[src/rtl/apb_i2c_seq_pkg.sv]
// Shared types and defaults for the two-requester APB front-end to the i2c controller.
package apb_i2c_seq_pkg;

  localparam int ADDR_W_DEF = 32;
  localparam int DATA_W_DEF = 32;

  typedef enum logic [1:0] {
    IDLE   = 2'd0,
    SETUP  = 2'd1,
    ACCESS = 2'd2
  } state_e;

  typedef logic req_idx_t;

endpackage

[src/rtl/apb_rr_pick2.sv]
// Combinational 2-way round-robin picker: on a tie the requester that did not win last time wins.
module apb_rr_pick2
  import apb_i2c_seq_pkg::*;
(
  input  logic [1:0] req_i,
  input  req_idx_t   last_grant_i,
  output logic       valid_o,
  output req_idx_t   grant_o
);

  always_comb begin
    valid_o = |req_i;
    grant_o = 1'b0;
    if (req_i == 2'b11) begin
      grant_o = ~last_grant_i;
    end else if (req_i[1]) begin
      grant_o = 1'b1;
    end
  end

endmodule

[src/rtl/apb_i2c_seq_arb.sv]
// Shares one APB slave port between two requesters with round-robin arbitration.
// Optional ACCESS timeout enabled by defining APB_I2C_SEQ_ARB_TIMEOUT_EN.
module apb_i2c_seq_arb
  import apb_i2c_seq_pkg::*;
#(
  parameter int ADDR_W  = ADDR_W_DEF,
  parameter int DATA_W  = DATA_W_DEF,
  parameter int TIMEOUT = 256
) (
  input  logic              PCLK,
  input  logic              PRESETn,
  input  logic              REQ0,
  input  logic              REQ1,
  input  logic [ADDR_W-1:0] ADDR0,
  input  logic [ADDR_W-1:0] ADDR1,
  input  logic [DATA_W-1:0] WDATA0,
  input  logic [DATA_W-1:0] WDATA1,
  input  logic              WRITE0,
  input  logic              WRITE1,
  output logic              DONE0,
  output logic              DONE1,
  output logic [DATA_W-1:0] RDATA,
  output logic              ERR,
  output logic [ADDR_W-1:0] PADDR,
  output logic [DATA_W-1:0] PWDATA,
  output logic              PWRITE,
  output logic              PSELx,
  output logic              PENABLE,
  input  logic              PREADY,
  input  logic [DATA_W-1:0] PRDATA,
  input  logic              PSLVERR
);

  state_e            state_q;
  req_idx_t          last_grant_q;
  req_idx_t          grant_q;
  logic              psel_q;
  logic              penable_q;
  logic              pwrite_q;
  logic [ADDR_W-1:0] paddr_q;
  logic [DATA_W-1:0] pwdata_q;
  logic              done0_q;
  logic              done1_q;
  logic [DATA_W-1:0] rdata_q;
  logic              err_q;

  logic [1:0] req_elig;
  logic       pick_valid;
  req_idx_t   pick_grant;
  logic       timed_out;

  // A requester whose DONE is high this cycle is still holding REQ from the finished transfer.
  assign req_elig = {REQ1 & ~done1_q, REQ0 & ~done0_q};

  apb_rr_pick2 u_pick (
    .req_i        (req_elig),
    .last_grant_i (last_grant_q),
    .valid_o      (pick_valid),
    .grant_o      (pick_grant)
  );

`ifdef APB_I2C_SEQ_ARB_TIMEOUT_EN
  localparam int CNT_W = (TIMEOUT > 2) ? $clog2(TIMEOUT) : 1;
  logic [CNT_W-1:0] cnt_q;

  always_ff @(posedge PCLK or negedge PRESETn) begin
    if (!PRESETn) begin
      cnt_q <= '0;
    end else if (state_q == SETUP) begin
      cnt_q <= '0;
    end else if (state_q == ACCESS && !PREADY) begin
      cnt_q <= cnt_q + CNT_W'(1);
    end
  end

  assign timed_out = ~PREADY & (cnt_q == CNT_W'(TIMEOUT - 1));
`else
  logic unused_timeout;
  assign unused_timeout = (TIMEOUT == 0);
  assign timed_out      = 1'b0;
`endif

  always_ff @(posedge PCLK or negedge PRESETn) begin
    if (!PRESETn) begin
      state_q      <= IDLE;
      last_grant_q <= 1'b1;
      grant_q      <= 1'b0;
      psel_q       <= 1'b0;
      penable_q    <= 1'b0;
      pwrite_q     <= 1'b0;
      paddr_q      <= '0;
      pwdata_q     <= '0;
      done0_q      <= 1'b0;
      done1_q      <= 1'b0;
      rdata_q      <= '0;
      err_q        <= 1'b0;
    end else begin
      done0_q <= 1'b0;
      done1_q <= 1'b0;
      case (state_q)
        IDLE: begin
          if (pick_valid) begin
            grant_q      <= pick_grant;
            last_grant_q <= pick_grant;
            paddr_q      <= pick_grant ? ADDR1  : ADDR0;
            pwdata_q     <= pick_grant ? WDATA1 : WDATA0;
            pwrite_q     <= pick_grant ? WRITE1 : WRITE0;
            psel_q       <= 1'b1;
            state_q      <= SETUP;
          end
        end
        SETUP: begin
          penable_q <= 1'b1;
          state_q   <= ACCESS;
        end
        ACCESS: begin
          if (PREADY || timed_out) begin
            psel_q    <= 1'b0;
            penable_q <= 1'b0;
            state_q   <= IDLE;
            done0_q   <= ~grant_q;
            done1_q   <= grant_q;
            rdata_q   <= (PREADY && !pwrite_q) ? PRDATA : '0;
            err_q     <= PREADY ? PSLVERR : 1'b1;
          end
        end
        default: state_q <= IDLE;
      endcase
    end
  end

  assign PSELx   = psel_q;
  assign PENABLE = penable_q;
  assign PWRITE  = pwrite_q;
  assign PADDR   = paddr_q;
  assign PWDATA  = pwdata_q;
  assign DONE0   = done0_q;
  assign DONE1   = done1_q;
  assign RDATA   = rdata_q;
  assign ERR     = err_q;

endmodule

[config.mk]
export PLATFORM = sky130hd
export DESIGN_NAME = apb_i2c_seq_arb
export DESIGN_NICKNAME = d
export VERILOG_FILES = /design/src/rtl/apb_i2c_seq_pkg.sv /design/src/rtl/apb_rr_pick2.sv /design/src/rtl/apb_i2c_seq_arb.sv
export SDC_FILE = /design/constraint.sdc
export NUM_CORES = 1
export LEC_CHECK = 0
export BUFFER_PORTS_ARGS = -buffer_cell sky130_fd_sc_hd__buf_2
export CELL_PAD_IN_SITES_DETAIL_PLACEMENT = 1
export CELL_PAD_IN_SITES_GLOBAL_PLACEMENT = 1
export CORE_ASPECT_RATIO = 0.6
export CORE_MARGIN = 3
export CORE_UTILIZATION = 35
export DETAILED_ROUTE_END_ITERATION = 8
export HOLD_SLACK_MARGIN = 0.02
export PLACE_DENSITY = 0.91
export SYNTH_ARGS = -nofsm -noshare
export SYNTH_HDL_FRONTEND = slang
export SYNTH_SLANG_ARGS = --single-unit
[constraint.sdc]
create_clock -name PCLK -period 1.7 [get_ports PCLK]
set_clock_uncertainty 0.05 [all_clocks]
set_input_delay 0.085 -clock PCLK [delete_from_list [all_inputs] [get_ports PCLK]]
set_output_delay 0.085 -clock PCLK [all_outputs]
set_load 0.005 [all_outputs]
# Yosys cells after proc, flatten, opt, wreduce, memory -nomap -nowiden
# Index checks and enable logic that the tools add are counted.
# classes
eq_ne	5
n_mux	17
bitwise_logic	6
n_reduce_logical	11
# ops
operator	n
2-to-1 mux 32 bit	3
2-to-1 mux 1 bit	9
AND reduction 2 bit	4
case mux 2 bit (3 select lines)	1
equality test 2 bit, second input constant	2
2-to-1 mux 2 bit	2
inequality test 2 bit, second input constant	2
inverter 1 bit	4
case mux 1 bit (2 select lines)	2
nonzero test 2 bit	2
AND reduction 3 bit	1
bitwise AND 1 bit	2
equality test 2 x 1 -> 1 bit, second input constant	1
logical NOT 2 bit	1
OR reduction 2 bit	1
logical AND 1 bit	1
logical NOT 1 bit	1
# totals
reg_bits	106
input_bits	168
output_inout_bits	102
word_cells	51

# Depth between registers and ports, before layout
# depth
ltp_word	5
depth_mapped	7
depth_no_buf	4

# Hierarchy
# A second synthesis with hierarchy kept.
# hier_totals
hier_cells	339
hier_area_um2	5029.8
# by_module_without_submodules
module	n_inst	cells_each	area_per_inst_um2	seq_area_each_um2
apb_i2c_seq_arb	1	337	5016.1	2653.8
apb_rr_pick2	1	2	13.8	0.0

# Worst setup path before layout
# Ideal clock, no wire load.
# synth_timing
path_type	flip-flop to flip-flop
start	reg state_q[1]
end	reg pwdata_q[10] (netlist: PWDATA[10])
setup_time_ps	131
t_arrival_ps	1354
t_required_ps	1519
setup_slack_ps	164
path_stages_with_launch	7
path_buffers	3
period_less_slack_ps	1536
cell_sequence	dfrtp_1 -> or2_0 -> buf_2 -> buf_6 -> clkbuf_1 -> a221oi_1 -> a2bb2oi_2
# synth_between
elab_chain_cells	2
# synth_rtl
item	line	text
start, declared	apb_i2c_seq_arb.sv:34	state_e state_q;
start signal, assigned	apb_i2c_seq_arb.sv:85	state_q <= IDLE;
start signal, assigned	apb_i2c_seq_arb.sv:109	state_q <= SETUP;
start signal, assigned	apb_i2c_seq_arb.sv:114	state_q <= ACCESS;
logical NOT 2 bit	apb_i2c_seq_arb.sv:100	case (state_q)
AND reduction 2 bit (no line)	n/a	
end signal, assigned	apb_i2c_seq_arb.sv:106	pwdata_q <= pick_grant ? WDATA1 : WDATA0;
end, declared	apb_i2c_seq_arb.sv:41	logic [DATA_W-1:0] pwdata_q;
# No other way between the ends.
# A chain may end at the register's enable or synchronous reset.

# Final worst setup path
# layout_timing
start	reg state_q[1]
end	reg pwdata_q[20] (netlist: PWDATA[20])
# Same word-level chain as after synthesis.

==> metrics.md <==
| Metric | Value |
|---|---|
| GP Congestion | between 0.7 and 0.8 |
| Clk pwr share | 0.168 |
| Sw power | between 5 and 6 mW |
| Vias in the first global route | 6,848 |
| Gr usage total | 0.272 |
| WHS | 0.0784 ns |
| Slew of the pin with the lowest slew margin | roughly 0.50 ns |
| I/O Buffers | around 270 |
| Vias per inst | ~5.6 |
| WP data required | 1.86 ns |
| Mean Syn Cell Area | 10.5 um^2 |
| Sink Count | 106 |
| Failing checks | negative setup slack |
| Storage cell area | ~0.0027 mm^2 |
| Sw frac | 0.388 |
| Most common cell after layout, fill and taps aside | buf_2 |
| Detailed-route via count | between 6k and 7k |
| Mapped Area | 0.00587 mm^2 |
| Power Density | approximately 1600 mW/mm^2 |
| Ports | between 200 and 300 |
| PnR worst setup slack | -0.00624 ns |
| Sequential power share | 0.324 |
| Post-route cell area | 0.00889 mm^2 |
| Layout cell share with drive strength beyond 1 | 0.405 |
| Core Box Area | 0.0159 mm^2 |
| Slew HR | 0.665 |
| Antenna violations before repair | 4 |
| Data arrival, critical path | 1.86 ns |
| GR Overflow Total | 0 |
| Setup TNS | -0.00624 ns |
| CTS buffer count | 9 |
| Die X | between 150 and 200 um |
| RSZ-0062 raised after global routing | true |
| Critical path launch point type | flop |
| Clk slew on worst S/H paths | 0.08 ns |
| Yosys top cell by area | dfrtp_1 |
| Synth-to-layout area growth | 51.4% |
| Hold/Removal Path Class | in2reg |
| Detailed Route WL | 25.7 mm |
| Maximum clock rate | 586 MHz |
| Synth area leaders | dfrtp_1, and3b_1, a221oi_1 |
| Pint | 8.62 mW |
| Most frequent cells in the layout | buf_2, dfrtp_1, dlygate4sd3_1 |
| Starting Density | 0.370 |
| Max-Cap Viols | 0 |
| 1st-iter DRT viols | 527 |
| Post-synth top area share | 0.447 |
| Setup-failing EPs final | 1 |
| Worst-Skew Late Latency | around 0.34 ns |
| DP Area | 0.00751 mm^2 |
| Combinational power share | 0.509 |
| VDD IR-drop max | 0.000660 V |
| Max-slew violations | 0 |
| Hpwl dp | 15.6 mm |
| Post-Syn Nets | 727 |
| Fill cells | between 1.5k and 2k |
| Die footprint | 0.0184 mm^2 |
| Leak | 4.14 nW |
| Clock Path Buffers | 2 |
| Number of H-tree levels | 3 |
| Largest stage delay, worst path | 0.42 ns |
| Die Y | 106 um |
| Max Fanout on Critical Path | 27 |
| # rows | 35 |
| First drt pass iteration count | 5 |
| Seq cells post-synth | 106 |
| Pre-CTS setup slack | about 0.043 ns |
| Final min period | 1.71 ns |
| Mapped Cells | 559 |
| Root buf cell | clkbuf_16 |
| First-pass GRT wire length | 40.0 mm |
| Routed length per placed instance | between 20 and 25 um |
| Sequential cell area fraction in the yosys report | 0.452 |
| Final-report hold violation count | 0 |
| Post-CTS Setup Bufs | 0 |
| Worst path cell trace | or2_2 > buf_4 > a221oi_1 > a2bb2oi_2 |
| Synth Warn # | 0 |
| Ratio of final minimum period to clock period | 1.00 |
| Routed Antenna Nets | 0 |
| Crit path capture type | flop |
| CTS tree | done |
| Cell variety after synth | 27 |
| Largest net degree at the start of global routing | between 50 and 60 |
| Critical path type | reg2reg |
| Multi-input logic area | around 0.0029 mm^2 |
| Nets@finish | 1,060 |
| # DRC | 0 |
| Status | finished, violations left |
| Slowest CP cell | dfrtp_1 |
## flip-flops by register name (all words and copies together), names as in the netlist
signal        count
ERR               1
PWRITE            1
PSELx             1
last_grant_q      1
state_q           2
PADDR            32
DONE1             1
PENABLE           1
RDATA            32
grant_q           1
DONE0             1
PWDATA           32
## Yosys cell counts
cell,number
a21o_4,1
a21oi_1,1
a221oi_1,65
a2bb2oi_1,35
a2bb2oi_2,30
and3b_1,66
buf_1,1
buf_12,4
buf_2,14
buf_4,1
buf_6,1
clkbuf_1,52
clkbuf_2,1
clkinv_2,1
dfrtp_1,105
dfstp_2,1
inv_1,2
mux2_2,2
nand2_1,34
nand2b_1,35
nand3b_1,2
nor2_1,4
o21ai_0,95
o21ai_1,3
o22ai_1,1
o2bb2ai_1,1
or2_0,1
## cell type report
cell class | instances | area share
multi-input cells | 376 | 0.327
repair buffers | 396 | 0.303
flip-flops and latches | 106 | 0.299
well taps | 222 | 0.0312
clock buffers | 9 | 0.0253
clock inverters | 7 | 0.0121
inverters | 3 | 0.00141
diodes | 4 | 0.00113
## cells by family (layout without fill, tap and decap cells)
family	after synthesis	count (layout)	share of synthesized area
AO/OA/AOI/OAI	232	232	0.315
AND/OR/NAND/NOR	142	142	0.164
flip-flops	106	106	0.452
multiplexers	2	2	0.00383
buffers and inverters	77	415	0.0656
other	0	4	0
## what timing repair did
| action | 4_1_cts | 5_1_grt |
|---|---|---|
| resized for setup | 0 | 10 |
| hold buffers | 98 | 0 |
| hold endpoints to repair | 127 | 0 |
| endpoints found under the setup margin | 0 | 17 |
## per-stage QoR
step	instances	utilization	power (mW)
final	1123	0.559	14.1
after global routing	1123	0.559	14.9
after CTS	1119	0.555	13.7
after detailed placement	1005	0.472	11.2
after global placement	1005	0.472	10.8
after floorplan	559	-	8.56
## power by group through the flow
stage / sequential, mW / clock, mW / combinational (mW)
final: 4.55 / 2.36 / 7.16
after global routing: 4.68 / 2.51 / 7.69
after CTS: 4.48 / 2.41 / 6.84
after detailed placement: 4.49 / 0 / 6.67
after global placement: 4.43 / 0 / 6.37
after floorplan: 4.49 / 0 / 4.07
## layer usage
layer,share of wire,up-vias,wire (um),track usage
met5,0,-,0,0
met4,0.024,0,625,0.0809
met3,0.059,42,1510,0.0532
met2,0.51,312,13000,0.480
met1,0.41,3167,10500,0.339
li1,-,2788,-,-
## critical path: cells and delay by family (launching register included)
kind | cells | cell delay (ns)
AOI/OAI and AO/OA | 2 | 0.47
buffers and inverters | 1 | 0.25
DFF | 1 | 0.42
and+or+nand+nor | 1 | 0.37
## worst paths after layout
| check | startpoint | to | slack (ns) | cells after the start |
|---|---|---|---|---|
| worst max-delay path | state_q[1]$_DFFE_PN0P_ | PWDATA[20]$_DFFE_PN0P_ | -0.006 | 4 |
| worst min-delay path | WDATA0[21] | PWDATA[21]$_DFFE_PN0P_ | 0.08 | 3 |
| worst max register to register | state_q[1]$_DFFE_PN0P_ | PWDATA[20]$_DFFE_PN0P_ | -0.006 | 4 |
| worst min register to register | grant_q$_DFFE_PN0P_ | DONE0$_DFF_PN0_ | 0.41 | 1 |
| max in group asynchronous | PRESETn | last_grant_q$_DFFE_PN1P_ | 0.73 | 3 |
| min in group asynchronous | PRESETn | PWDATA[11]$_DFFE_PN0P_ | 0.25 | 2 |
(Power assumes the default switching activity.)
